### src/rtl/pipe_perf_pkg.sv
// Shared types and constants for the pipeline performance monitor.
package pipe_perf_pkg;

  // Run FSM: counts only while in RUN with start_i high.
  typedef enum logic [1:0] {
    IDLE = 2'd0,
    RUN  = 2'd1,
    DONE = 2'd2
  } run_state_t;

  // Snapshot stream FSM.
  typedef enum logic {
    S_IDLE   = 1'b0,
    S_STREAM = 1'b1
  } snap_state_t;

  // Counter overflow behaviour.
  localparam int WRAP = 0;
  localparam int SAT  = 1;

  function automatic int max_int(input int a, input int b);
    return (a > b) ? a : b;
  endfunction

endpackage

### src/rtl/pipe_perf_monitor_counter_cell.sv
// One counter with a sticky overflow flag; wraps or saturates on overflow.
module perf_counter_cell
  import pipe_perf_pkg::*;
#(
  parameter int W        = 32,
  parameter int SAT_MODE = WRAP
) (
  input  logic         clk_i,
  input  logic         rst_i,
  input  logic         inc_i,
  input  logic         clr_i,
  output logic [W-1:0] cnt_o,
  output logic         ovf_o
);

  // Clear wins over a coincident increment; overflow is sticky until clear/reset.
  always_ff @(posedge clk_i) begin
    if (rst_i || clr_i) begin
      cnt_o <= '0;
      ovf_o <= 1'b0;
    end else if (inc_i) begin
      if (&cnt_o) begin
        ovf_o <= 1'b1;
        cnt_o <= (SAT_MODE == SAT) ? cnt_o : '0;
      end else begin
        cnt_o <= cnt_o + W'(1);
      end
    end
  end

endmodule

### src/rtl/pipe_perf_monitor.sv
// Pipeline performance monitor: cycle counter plus N_EVT event counters,
// a cycle budget, and a frozen snapshot streamed over a valid/ready port.
//
// Stream handshake: rd_valid_o/rd_idx_o/rd_data_o stay stable until a cycle
// with rd_valid_o & rd_ready_i, which transfers the word; the next word
// appears on the following cycle. rd_valid_o never depends on rd_ready_i.
module pipe_perf_monitor
  import pipe_perf_pkg::*;
#(
  parameter  int N_EVT      = 2,
  parameter  int CNT_W      = 32,
  parameter  int CYC_W      = 32,
  parameter  int SAT_MODE   = WRAP,
  parameter  int MAX_CYCLES = 30,
  localparam int IDX_W      = $clog2(N_EVT + 1),
  localparam int DW         = max_int(CNT_W, CYC_W)
) (
  input  logic             clk_i,
  input  logic             rst_i,
  input  logic             start_i,
  input  logic             clear_i,
  input  logic [N_EVT-1:0] evt_i,
  input  logic             snap_req_i,
  input  logic             rd_ready_i,
  output logic             rd_valid_o,
  output logic [IDX_W-1:0] rd_idx_o,
  output logic [DW-1:0]    rd_data_o,
  output logic             snap_busy_o,
  output logic [CYC_W-1:0] cycle_o,
  output logic             done_o,
  output logic [N_EVT:0]   ovf_o,
  output logic [1:0]       dbg_run_state_o,
  output logic             dbg_snap_state_o
);

  run_state_t  run_q, run_d;
  snap_state_t snap_q, snap_d;

  logic             counting;
  logic             budget_hit;
  logic             capture;
  logic             accept;
  logic             last_word;
  logic [CYC_W-1:0] cyc_cnt;
  logic [IDX_W-1:0] idx_q;
  logic [DW-1:0]    cnt_ext [N_EVT+1];
  logic [DW-1:0]    shadow  [N_EVT+1];

  assign counting = (run_q == RUN) && start_i;

  // Budget reached when this counting edge makes the cycle counter equal
  // MAX_CYCLES; a saturated counter can never get there.
  assign budget_hit = (MAX_CYCLES > 0) && !(&cyc_cnt) &&
                      ((64'(cyc_cnt) + 64'd1) == 64'(MAX_CYCLES));

  // Counter bank: index 0 is the cycle counter, index k is event k-1.
  for (genvar k = 0; k <= N_EVT; k++) begin : g_cnt
    if (k == 0) begin : g_cyc
      logic [CYC_W-1:0] c;
      perf_counter_cell #(.W(CYC_W), .SAT_MODE(SAT_MODE)) u_cell (
        .clk_i(clk_i), .rst_i(rst_i), .inc_i(counting), .clr_i(clear_i),
        .cnt_o(c), .ovf_o(ovf_o[k])
      );
      assign cnt_ext[k] = DW'(c);
      assign cyc_cnt    = c;
    end else begin : g_evt
      logic [CNT_W-1:0] c;
      perf_counter_cell #(.W(CNT_W), .SAT_MODE(SAT_MODE)) u_cell (
        .clk_i(clk_i), .rst_i(rst_i), .inc_i(counting && evt_i[k-1]), .clr_i(clear_i),
        .cnt_o(c), .ovf_o(ovf_o[k])
      );
      assign cnt_ext[k] = DW'(c);
    end
  end

  // Run FSM state register.
  always_ff @(posedge clk_i) begin
    if (rst_i) run_q <= IDLE;
    else       run_q <= run_d;
  end

  // Run FSM next state; clear forces IDLE, DONE is left only by clear/reset.
  always_comb begin
    run_d = run_q;
    if (clear_i) begin
      run_d = IDLE;
    end else begin
      case (run_q)
        IDLE:    if (start_i) run_d = RUN;
        RUN:     if (!start_i) run_d = IDLE;
                 else if (budget_hit) run_d = DONE;
        DONE:    run_d = DONE;
        default: run_d = IDLE;
      endcase
    end
  end

  assign capture   = (snap_q == S_IDLE) && snap_req_i;
  assign accept    = (snap_q == S_STREAM) && rd_ready_i;
  assign last_word = (idx_q == IDX_W'(N_EVT));

  // Stream FSM state register.
  always_ff @(posedge clk_i) begin
    if (rst_i) snap_q <= S_IDLE;
    else       snap_q <= snap_d;
  end

  // Stream FSM next state; requests during a stream are ignored.
  always_comb begin
    snap_d = snap_q;
    case (snap_q)
      S_IDLE:   if (snap_req_i) snap_d = S_STREAM;
      S_STREAM: if (accept && last_word) snap_d = S_IDLE;
      default:  snap_d = S_IDLE;
    endcase
  end

  // Word index: restarts at 0 on capture, advances on each accepted word.
  always_ff @(posedge clk_i) begin
    if (rst_i)        idx_q <= '0;
    else if (capture) idx_q <= '0;
    else if (accept)  idx_q <= last_word ? '0 : idx_q + IDX_W'(1);
  end

  // Shadow registers take the pre-update counter values on the capture edge.
  always_ff @(posedge clk_i) begin
    if (rst_i) begin
      for (int k = 0; k <= N_EVT; k++) shadow[k] <= '0;
    end else if (capture) begin
      for (int k = 0; k <= N_EVT; k++) shadow[k] <= cnt_ext[k];
    end
  end

  // Stream data mux over the shadow array.
  always_comb begin
    rd_data_o = '0;
    for (int k = 0; k <= N_EVT; k++) begin
      if (idx_q == IDX_W'(k)) rd_data_o = shadow[k];
    end
  end

  assign rd_valid_o       = (snap_q == S_STREAM);
  assign snap_busy_o      = rd_valid_o;
  assign rd_idx_o         = idx_q;
  assign cycle_o          = cyc_cnt;
  assign done_o           = (run_q == DONE);
  assign dbg_run_state_o  = run_q;
  assign dbg_snap_state_o = snap_q;

endmodule

### config.mk
export PLATFORM = sky130hd
export DESIGN_NAME = pipe_perf_monitor
export DESIGN_NICKNAME = d
export VERILOG_FILES = /design/src/rtl/pipe_perf_pkg.sv /design/src/rtl/pipe_perf_monitor_counter_cell.sv /design/src/rtl/pipe_perf_monitor.sv
export SDC_FILE = /design/constraint.sdc
export NUM_CORES = 1
export LEC_CHECK = 0
export ABC_CLOCK_PERIOD_IN_PS = 8600
export CORE_MARGIN = 3
export CORE_UTILIZATION = 35
export DETAILED_ROUTE_END_ITERATION = 8
export GPL_TIMING_DRIVEN = 1
export HOLD_SLACK_MARGIN = 0.15
export PLACE_DENSITY_LB_ADDON = 0.25
export SLEW_MARGIN = 20
export SYNTH_ARGS = -nofsm -noshare
export SYNTH_HDL_FRONTEND = slang
export SYNTH_SLANG_ARGS = --single-unit
### constraint.sdc
create_clock -name clk_i -period 8.6 [get_ports clk_i]
set_input_delay 2.15 -clock clk_i [delete_from_list [all_inputs] [get_ports clk_i]]
set_output_delay 2.15 -clock clk_i [all_outputs]
set_load 0.005 [all_outputs]
# ---- Word level (Yosys, flattened, before mapping)
# Memory sizes are Yosys's and may differ from the RTL's.
# Cells that the tools add are included.
dict set report op_classes {
  n_bitwise 4
  add_sub_neg 5
  n_reduce_logical 20
  muxes 22
  n_eq_ne 7
}
# op count
set op_table {}
lappend op_table {{two-way mux 32 bit} 9}
lappend op_table {{AND reduction 33 bit} 3}
lappend op_table {{adder 32 x 1 -> 32 bit (second input constant)} 3}
lappend op_table {{AND reduction 32 bit} 3}
lappend op_table {{adder 32 x 1 -> 33 bit (second input constant)} 1}
lappend op_table {{equality test 33 x 5 -> 1 bit (second input constant)} 1}
lappend op_table {{two-way mux 2 bit} 4}
lappend op_table {{logical AND 1 bit} 7}
lappend op_table {{two-way mux 1 bit} 7}
lappend op_table {{one-hot mux 2 bit (3 select lines)} 1}
lappend op_table {{equality test 2 x 1 -> 1 bit (second input constant)} 2}
lappend op_table {{equality test 2 bit (second input constant)} 2}
lappend op_table {{zero test 2 bit} 2}
lappend op_table {{OR reduction 2 bit} 2}
lappend op_table {{!= test 3 bit (second input constant)} 1}
lappend op_table {{OR 1 bit} 3}
lappend op_table {{adder 2 x 1 -> 2 bit (second input constant)} 1}
lappend op_table {{!= test 2 bit (second input constant)} 1}
lappend op_table {{one-hot mux 1 bit (2 select lines)} 1}
lappend op_table {{AND reduction 2 bit} 1}
lappend op_table {{zero test 1 bit} 1}
lappend op_table {{logical OR 1 bit} 1}
lappend op_table {{inverter 1 bit} 1}
dict set report totals {
  wordCells 68
  mem_count 1
  out_inout_bits 75
  ramBits 96
  reg_bits 104
}
# memory words word_bits read_ports rd_ports_with_merged_regs wr line_no
set memory_table {}
lappend memory_table {shadow 3 32 3 0 3 pipe_perf_monitor.sv:47} ;# logic [DW-1:0] shadow [N_EVT+1];

# ---- Logic depth before layout (Yosys ltp)
# Gate-level depths: netlist (run 1).
dict set report logic_depth {
  word_depth 6
  depth_mapped 9
  mapped_depth_nobuf 8
}

# ---- Modules after synthesis
# From an unflattened synthesis (run 1), not the netlist that was laid out.
dict set report hier_totals {
  hier_cells 1021
  area_unflattened_um2 9924.5
}
# module instances area_per_inst_um2 seq_area_each_um2 cells_each
set modules_own_cells {}
lappend modules_own_cells {pipe_perf_monitor 1 5119.9 2982.9 454}
lappend modules_own_cells {perf_counter_cell 3 1601.5 660.6 189}

# ---- Worst setup path before layout (run 1)
# No wires, ideal clock.
dict set report synth_path {
  path_kind {in2reg}
  start {input rst_i}
  end {memory shadow[0][0] (netlist bit), enable pin}
  setup_ns 0.473
  t_arrival_ns 4.815
  cell_stages 2
  slack_ns 3.313
  path_cell_list {clkbuf_1 nand2b_1}
}
# element line_no
set synth_rtl {}
lappend synth_rtl {{start: declaration} pipe_perf_monitor.sv:19} ;# input logic rst_i,
lappend synth_rtl {{end: declaration} pipe_perf_monitor.sv:47}

# ---- Worst setup path in the final report (run 1)
dict set report layout_path {
  start {input evt_i[1]}
  end {register g_cnt[2].g_evt.u_cell.cnt_o[19]}
}
dict set report layout_via {
  elab_chain_len 1
}
# element line_no
set layout_lines {}
lappend layout_lines {{start: declaration} pipe_perf_monitor.sv:22} ;# input logic [N_EVT-1:0] evt_i,
lappend layout_lines {{logical AND 1 bit} pipe_perf_monitor.sv:69} ;# .clk_i(clk_i), .rst_i(rst_i), .inc_i(counting && evt_i[k-1]), .clr_i(clear_i),
lappend layout_lines {{end signal: assignment} pipe_perf_monitor_counter_cell.sv:24} ;# cnt_o <= (SAT_MODE == SAT) ? cnt_o : '0;
lappend layout_lines {{end signal: assignment} pipe_perf_monitor_counter_cell.sv:26} ;# cnt_o <= cnt_o + W'(1);
lappend layout_lines {{end: declaration} pipe_perf_monitor_counter_cell.sv:12} ;# output logic [W-1:0] cnt_o,
# Every way passes these cells.
# A chain may end at the register's enable or synchronous reset.

==> impl_metrics.env, run 1 <==
export IMPL_finalSetupTns_ns=0
export IMPL_period_needed_ns=4.711
export IMPL_grt_total_usage_pct=16.88
export IMPL_grt_max_degree=76
export IMPL_worstPathCellList="clkdlybuf4s50_1 > and4b_1 > nand4_1 > nor2_1 > nand3_1 > o21ai_2 > nor2_1"
export IMPL_cp_max_fo=26
export IMPL_cts_root_buf="clkbuf_16"
export IMPL_critical_path_arrival_ns=4.99
export IMPL_p_int_mw=1.482
export IMPL_core_area_sq_mm=0.02650
export IMPL_critical_path_max_stage_delay_ns=0.91
export IMPL_hp_start="g_cnt[0].g_cyc.u_cell.ovf_o$_SDFFE_PP0P_"
export IMPL_synth_top_area_share_pct=30.03
export IMPL_grt_pass1_wl_microns=38500
export IMPL_r2r_end="g_cnt[0].g_cyc.u_cell.cnt_o[25]$_SDFFE_PP0P_"
export IMPL_critPathKind="primary input to flop"
export IMPL_cp_start_kind="primary input"
export IMPL_power_density_mw_per_mm2=171.2
export IMPL_cp_slowest_cell="o21ai_2"
export IMPL_cts_tree="done"
export IMPL_cts_htree_levels=4
export IMPL_routedWlPerCell_microns=17.63
export IMPL_first_pass_iters=4
export IMPL_dieWidth_microns=171.6
export IMPL_gp_congestion=0.8852
export IMPL_power_switching_uw=440.6
export IMPL_clock_fmax_mhz=212.3
export IMPL_combPwrFrac_pct=4.7
export IMPL_antenna_found_initial=0
export IMPL_synth_seq_cells=200
export IMPL_yosysUniqueCellTypes=53
export IMPL_crit_required_ns=8.88
export IMPL_hpwlAfterDp_microns=16890
export IMPL_ctsResizeCount=0
export IMPL_clockPowerShare_pct=41.8
export IMPL_synth_edf_count=96
export IMPL_hold_path_end="g_cnt[0].g_cyc.u_cell.ovf_o$_SDFFE_PP0P_"
export IMPL_switching_share_pct=22.92
export IMPL_drive_above_1_share_pct=5.455
export IMPL_post_synth_top_count_cell="nor2_1"
export IMPL_yosys_area_top_type="edfxtp_1"
export IMPL_vias=7226
export IMPL_synth_area_leaders="edfxtp_1 30%, dfxtp_1 22%, and2_1 6.3%, xor2_1 4.7%, nor2_1 4.1%"
export IMPL_cts_inserted_buffers=17
export IMPL_finalMaxSlewViolations=0
export IMPL_wl_microns=24330
export IMPL_crit_top_cell="nor2_1"
export IMPL_ys_warn_count=0
export IMPL_hold_viol=0
export IMPL_rsz0062_at_grt="false"
export IMPL_avgViaCountPerCell=5.236
export IMPL_drc_errors=0
export IMPL_die_h_microns=171.6
export IMPL_worst_r2r_path_depth=8
export IMPL_seq_power_share_pct=53.6
export IMPL_power_mw=1.922
export IMPL_tightestPinTransition_ns=1.061
export IMPL_maxCapViolations=0
export IMPL_status="completed"
export IMPL_reg2reg_slack_ns=5.26
export IMPL_cts_setup_buffers=0
export IMPL_clock_skew_final_ns=0.01363
export IMPL_regToRegStartpoint="g_cnt[0].g_cyc.u_cell.cnt_o[16]$_SDFFE_PP0P_"
export IMPL_synth_seq_area_share_pct=51.72
export IMPL_start_util_pct=36.22
export IMPL_netlist_area_sq_mm=0.009599
export IMPL_critPathCaptureType="flop"
export IMPL_rows=59
export IMPL_syn_inst=987
export IMPL_layout_nets=1044
export IMPL_syn_area_per_cell_sq_um=9.726
export IMPL_slew_headroom_pct=29.25
export IMPL_area_growth_pct=17.01
export IMPL_async_reset_ff_share_pct=0
export IMPL_finalSetupViolCount=0
export IMPL_port_buffers=82
export IMPL_n_antenna_cell=0
export IMPL_cts_sinks=200
export IMPL_power_leakage_nw=3.716
export IMPL_finalCritPeriodShare_pct=54.78
export IMPL_worst_hold_path_type="flop to flop"
export IMPL_first_iter_violations=464
export IMPL_clock_path_buffers=2
export IMPL_grt_pass1_vias=6818
export IMPL_syn_nets=999
export IMPL_hold_path_cell_count=2
export IMPL_path_clk_slew_ns=0.07
export IMPL_overflow=0
export IMPL_worst_skew_pair_late_latency_ns=0.44
export IMPL_irDropWorstVdd_mv=0.1339
export IMPL_synth_common_cells="106 x nor2_1, 104 x dfxtp_1, 97 x and2_1"
export IMPL_die_area_sq_mm=0.02945
export IMPL_hold_buffers=0
export IMPL_synthFlopType="dfxtp_1"
export IMPL_antenna_violating_nets_post_route=0
export IMPL_io_pins=83
export IMPL_fillers=2535
-- cell families (layout without fill, tap and decap cells) --
family / after synthesis / count (layout) / share of synthesized area [%]
and+or+nand+nor: 472 / 472 / 26.28
DFF: 200 / 200 / 51.72
AOI/OAI and AO/OA: 136 / 136 / 8.421
buffers and inverters: 72 / 130 / 3.207
xor gates and xnor gates: 68 / 68 / 6.204
muxes: 35 / 35 / 3.650
adders and majority gates: 4 / 4 / 0.5214
-- placed cells by master (no fill, tap or decap), drive strengths merged, types with 12 or more instances in the layout --
master	instances
nor3	28
xnor2	17
clkbuf	19
and4	14
nor2	106
and2	97
inv	15
a21oi	41
xor2	51
nand2	79
nand3	31
nand4	36
dfxtp	104
and3	17
nor2b	12
mux2i	35
clkdlybuf4s50	82
edfxtp	96
or3	16
o21ai	65
-- per-stage QoR --
| stage | area, sq um | std cells | setup WS (ns) | hold WS (ns) | utilization (%) |
|---|---|---|---|---|---|
| final | 11230 | 1380 | 3.889 | 0.4928 | 42.38 |
| after global routing | 11230 | 1380 | 3.665 | 0.5355 | 42.38 |
| after CTS | 11230 | 1380 | 3.909 | 0.5005 | 42.38 |
| after detailed placement | 10640 | 1348 | 3.447 | 0.4889 | 40.16 |
| after global placement | 10640 | 1348 | 3.569 | 0.4701 | 40.16 |
| after floorplan | 9599 | 987 | 3.313 | 0.4380 | - |
-- worst max-delay path, delay by kind of cell --
| kind | cells | cell delay [ns] |
|---|---|---|
| and+or+nand+nor | 5 | 1.44 |
| buffers and inverters | 1 | 0.48 |
| AOI/OAI and AO/OA | 1 | 0.91 |
-- cell type report --
cell class	instances	area, sq um	share of cell area (%)
Multi-Input combinational cell	715	4348	38.71
Sequential cell	200	4966	44.21
Timing Repair Buffer	90	880.8	7.842
Clock buffer	19	454.2	4.044
Tap cell	335	419.2	3.732
Clock inverter	13	133.9	1.192
Inverter	8	30.03	0.2674
-- registers in the layout, indices dropped and copies added (netlist names) --
name	flops
dbg_run_state_o	2
dbg_snap_state_o	1
g_cnt.g_cyc.u_cell.cnt_o	32
g_cnt.g_cyc.u_cell.ovf_o	1
g_cnt.g_evt.u_cell.cnt_o	64
g_cnt.g_evt.u_cell.ovf_o	2
rd_idx_o	2
shadow	96
-- power groups by stage --
| stage | clock network, mW | logic (mW) | registers [mW] |
|---|---|---|---|
| floorplan | 0 | 0.0449 | 1.05 |
| global placement | 0 | 0.0912 | 1.05 |
| detailed placement | 0 | 0.0917 | 1.05 |
| CTS | 0.825 | 0.0920 | 1.03 |
| global route | 0.864 | 0.0985 | 1.03 |
| finish | 0.803 | 0.0900 | 1.03 |
-- worst max-delay path by stage --
stage | from | endpoint | slack [ns] | cells after the start
floorplan | rst_i | shadow[0][0]$_SDFFCE_PN0P_ | 3.31 | 2
global placement | evt_i[1] | g_cnt[2].g_evt.u_cell.cnt_o[27]$_SDFFE_PP0P_ | 3.57 | 7
detailed placement | evt_i[1] | g_cnt[2].g_evt.u_cell.cnt_o[19]$_SDFFE_PP0P_ | 3.45 | 7
CTS | evt_i[1] | g_cnt[2].g_evt.u_cell.cnt_o[19]$_SDFFE_PP0P_ | 3.91 | 7
global route | evt_i[1] | g_cnt[2].g_evt.u_cell.cnt_o[24]$_SDFFE_PP0P_ | 3.66 | 7
finish | evt_i[1] | g_cnt[2].g_evt.u_cell.cnt_o[19]$_SDFFE_PP0P_ | 3.89 | 7
-- metal layers --
metal / part of all wire, % / track usage, % / up-vias
li1: - / - / 3577
met1: 49 / 23.73 / 3449
met2: 46 / 26.53 / 181
met3: 3.5 / 3.447 / 19
met4: 1.4 / 4.689 / 0
met5: 0 / 0 / -
Note: power is estimated with default switching activity, not from simulation.
==> run 2, diff against run 1 <==
Settings changed: ABC_CLOCK_PERIOD_IN_PS 8600 to 4500.
Clock period 8.6 ns to 4.5 ns, I/O delays scaled along.
==> run 2 against run 1 <==
  * Worst hold slack gained 0.0052 ns
  * Utilization up 0.39 points
  * Global-route usage is 0.28 points higher
  * Clock skew shrank 0.00083 ns
  * Flip-flop and latch count unchanged
  * Via count is 1.6% higher
  * Combinational power increased by 99%
  * Total power increased by 89%
  * Critical path depth down 3
  * Non-clock buffer count grew 13
  * Count of clock-buffer cells in the layout is the same
  * Critical path type is now flop to primary output
  * Critical endpoint is now rd_data_o[0]
==> impl_metrics.env, run 2 (synthesized netlist as in run 1, its figures left out) <==
export IMPL_crit_start="rd_idx_o[0]$_SDFFE_PP0P_"
export IMPL_irDropWorstVdd_mv=0.2058
export IMPL_crit_family="buffers and inverters"
export IMPL_gp_congestion=0.8713
export IMPL_critPathKind="flop to primary output"
export IMPL_first_iter_violations=567
export IMPL_wl_microns=24730
export IMPL_slew_headroom_pct=49.20
export IMPL_post_place_ws_ns=1.006
export IMPL_maxCapViolations=0
export IMPL_die_h_microns=171.6
export IMPL_port_buffers=82
export IMPL_largest_register_ffs=96
export IMPL_n_antenna_cell=0
export IMPL_grt_total_usage_pct=17.15
export IMPL_grt_max_degree=59
export IMPL_cts_root_buf="clkbuf_16"
export IMPL_crit_required_ns=3.38
export IMPL_avgViaCountPerCell=5.273
export IMPL_io_pins=83
export IMPL_worst_r2r_path_depth=7
export IMPL_first_pass_iters=5
export IMPL_path_clk_slew_ns=0.08
export IMPL_dieWidth_microns=171.6
export IMPL_cts_htree_levels=4
export IMPL_power_mw=3.639
export IMPL_cts_sinks=200
export IMPL_drc_errors=0
export IMPL_power_leakage_nw=3.772
export IMPL_critPathCaptureType="primary output"
export IMPL_hp_start="g_cnt[1].g_evt.u_cell.ovf_o$_SDFFE_PP0P_"
export IMPL_finalCritPeriodShare_pct=80.30
export IMPL_hpwlAfterDp_microns=17580
export IMPL_core_area_sq_mm=0.02650
export IMPL_vias=7345
export IMPL_grt_pass1_wl_microns=39310
export IMPL_cp_slowest_cell="clkdlybuf4s50_1"
export IMPL_die_area_sq_mm=0.02945
export IMPL_antenna_violating_nets_post_route=0
export IMPL_r2r_end="dbg_run_state_o[0]$_SDFFE_PP0P_"
export IMPL_worst_skew_pair_late_latency_ns=0.44
export IMPL_final_common_cell="nor2_1"
export IMPL_area_growth_pct=18.09
export IMPL_reg2reg_slack_ns=1.48
export IMPL_final_cell_mix="105 x nor2_1, 103 x dfxtp_1, 97 x and2_1"
export IMPL_hold_path_end="g_cnt[1].g_evt.u_cell.ovf_o$_SDFFE_PP0P_"
export IMPL_worst_hold_path_type="flop to flop"
export IMPL_finalSetupTns_ns=0
export IMPL_cts_inserted_buffers=17
export IMPL_period_needed_ns=3.613
export IMPL_cts_setup_buffers=0
export IMPL_cp_start_kind="flop"
export IMPL_finalSetupViolCount=0
export IMPL_status="completed"
export IMPL_cts_tree="done"
export IMPL_grt_pass1_vias=6926
export IMPL_critical_path_arrival_ns=2.49
export IMPL_critPathBufInv=2
export IMPL_routedWlPerCell_microns=17.76
export IMPL_rows=59
export IMPL_largest_registers="shadow x96, g_cnt.g_evt.u_cell.cnt_o x64, g_cnt.g_cyc.u_cell.cnt_o x32"
export IMPL_overflow=0
export IMPL_hold_path_cell_count=2
export IMPL_worstPathCellList="buf_4 > mux2i_1 > o21ai_0 > clkdlybuf4s50_1"
export IMPL_start_util_pct=36.22
export IMPL_hold_viol=0
export IMPL_finalMaxSlewViolations=0
export IMPL_rsz0062_at_grt="false"
export IMPL_drive_above_1_share_pct=6.616
export IMPL_power_density_mw_per_mm2=321.0
export IMPL_regToRegStartpoint="g_cnt[0].g_cyc.u_cell.cnt_o[16]$_SDFFE_PP0P_"
export IMPL_clock_skew_final_ns=0.01280
export IMPL_top_register="shadow"
export IMPL_hold_buffers=0
export IMPL_tightestPinTransition_ns=0.7597
export IMPL_cp_max_fo=36
export IMPL_ctsResizeCount=0
export IMPL_fin_ws_ns=0.8867
export IMPL_clock_fmax_mhz=276.8
export IMPL_antenna_found_initial=0
export IMPL_layout_nets=1057
export IMPL_critical_path_max_stage_delay_ns=0.59
export IMPL_clock_path_buffers=2
run 2: metrics by stage:
step	std cells	area, sq um	util [%]	hold WS, ns
6_report	1393	11340	42.77	0.4979
3_3_place_gp	1361	10770	40.63	0.4765
3_5_place_dp	1361	10770	40.63	0.4589
4_1_cts	1393	11340	42.77	0.4937
2_1_floorplan	987	9599	-	0.4380
5_1_grt	1393	11340	42.77	0.5192
run 2: layout make-up:
type                       count  area (sq um)
multi-input combinational    715          4348
sequential                   200          4966
clock buffer                  19         432.9
inverter                       8         30.03
tap                          335         419.2
fill                        2562         15170
clock inverter                13         136.4
timing repair buffer         103          1003
run 2: worst max path at each step:
stage	to	cells after the start
global placement	g_cnt[2].g_evt.u_cell.cnt_o[28]$_SDFFE_PP0P_	8
detailed placement	g_cnt[2].g_evt.u_cell.cnt_o[27]$_SDFFE_PP0P_	8
floorplan	shadow[0][0]$_SDFFCE_PN0P_	2
global route	rd_data_o[23]	5
finish	rd_data_o[0]	4
CTS	rd_data_o[0]	4
run 2: metal layers:
layer	share of wire (%)	global-route usage [%]	vias up
met5	0	0	-
met4	2.0	4.619	0
met3	3.9	2.850	28
met2	44	25.75	183
met1	50	25.61	3531
li1	-	-	3603
run 2: where the power goes:
| part | leakage (nW) | total [mW] | switching, mW | internal (mW) |
|---|---|---|---|---|
| Clock | 0.274 | 1.49 | 0.713 | 0.782 |
| Combinational | 1.62 | 0.179 | 0.105 | 0.0740 |
| Sequential | 1.88 | 1.97 | 0.0163 | 1.95 |
| Total | 3.77 | 3.64 | 0.834 | 2.81 |
run 2: worst min-delay path, cell delays in order, from the launching register on:
cell	delay, ns
dfxtp_1	0.34
a21oi_1	0.04
nor2_1	0.08
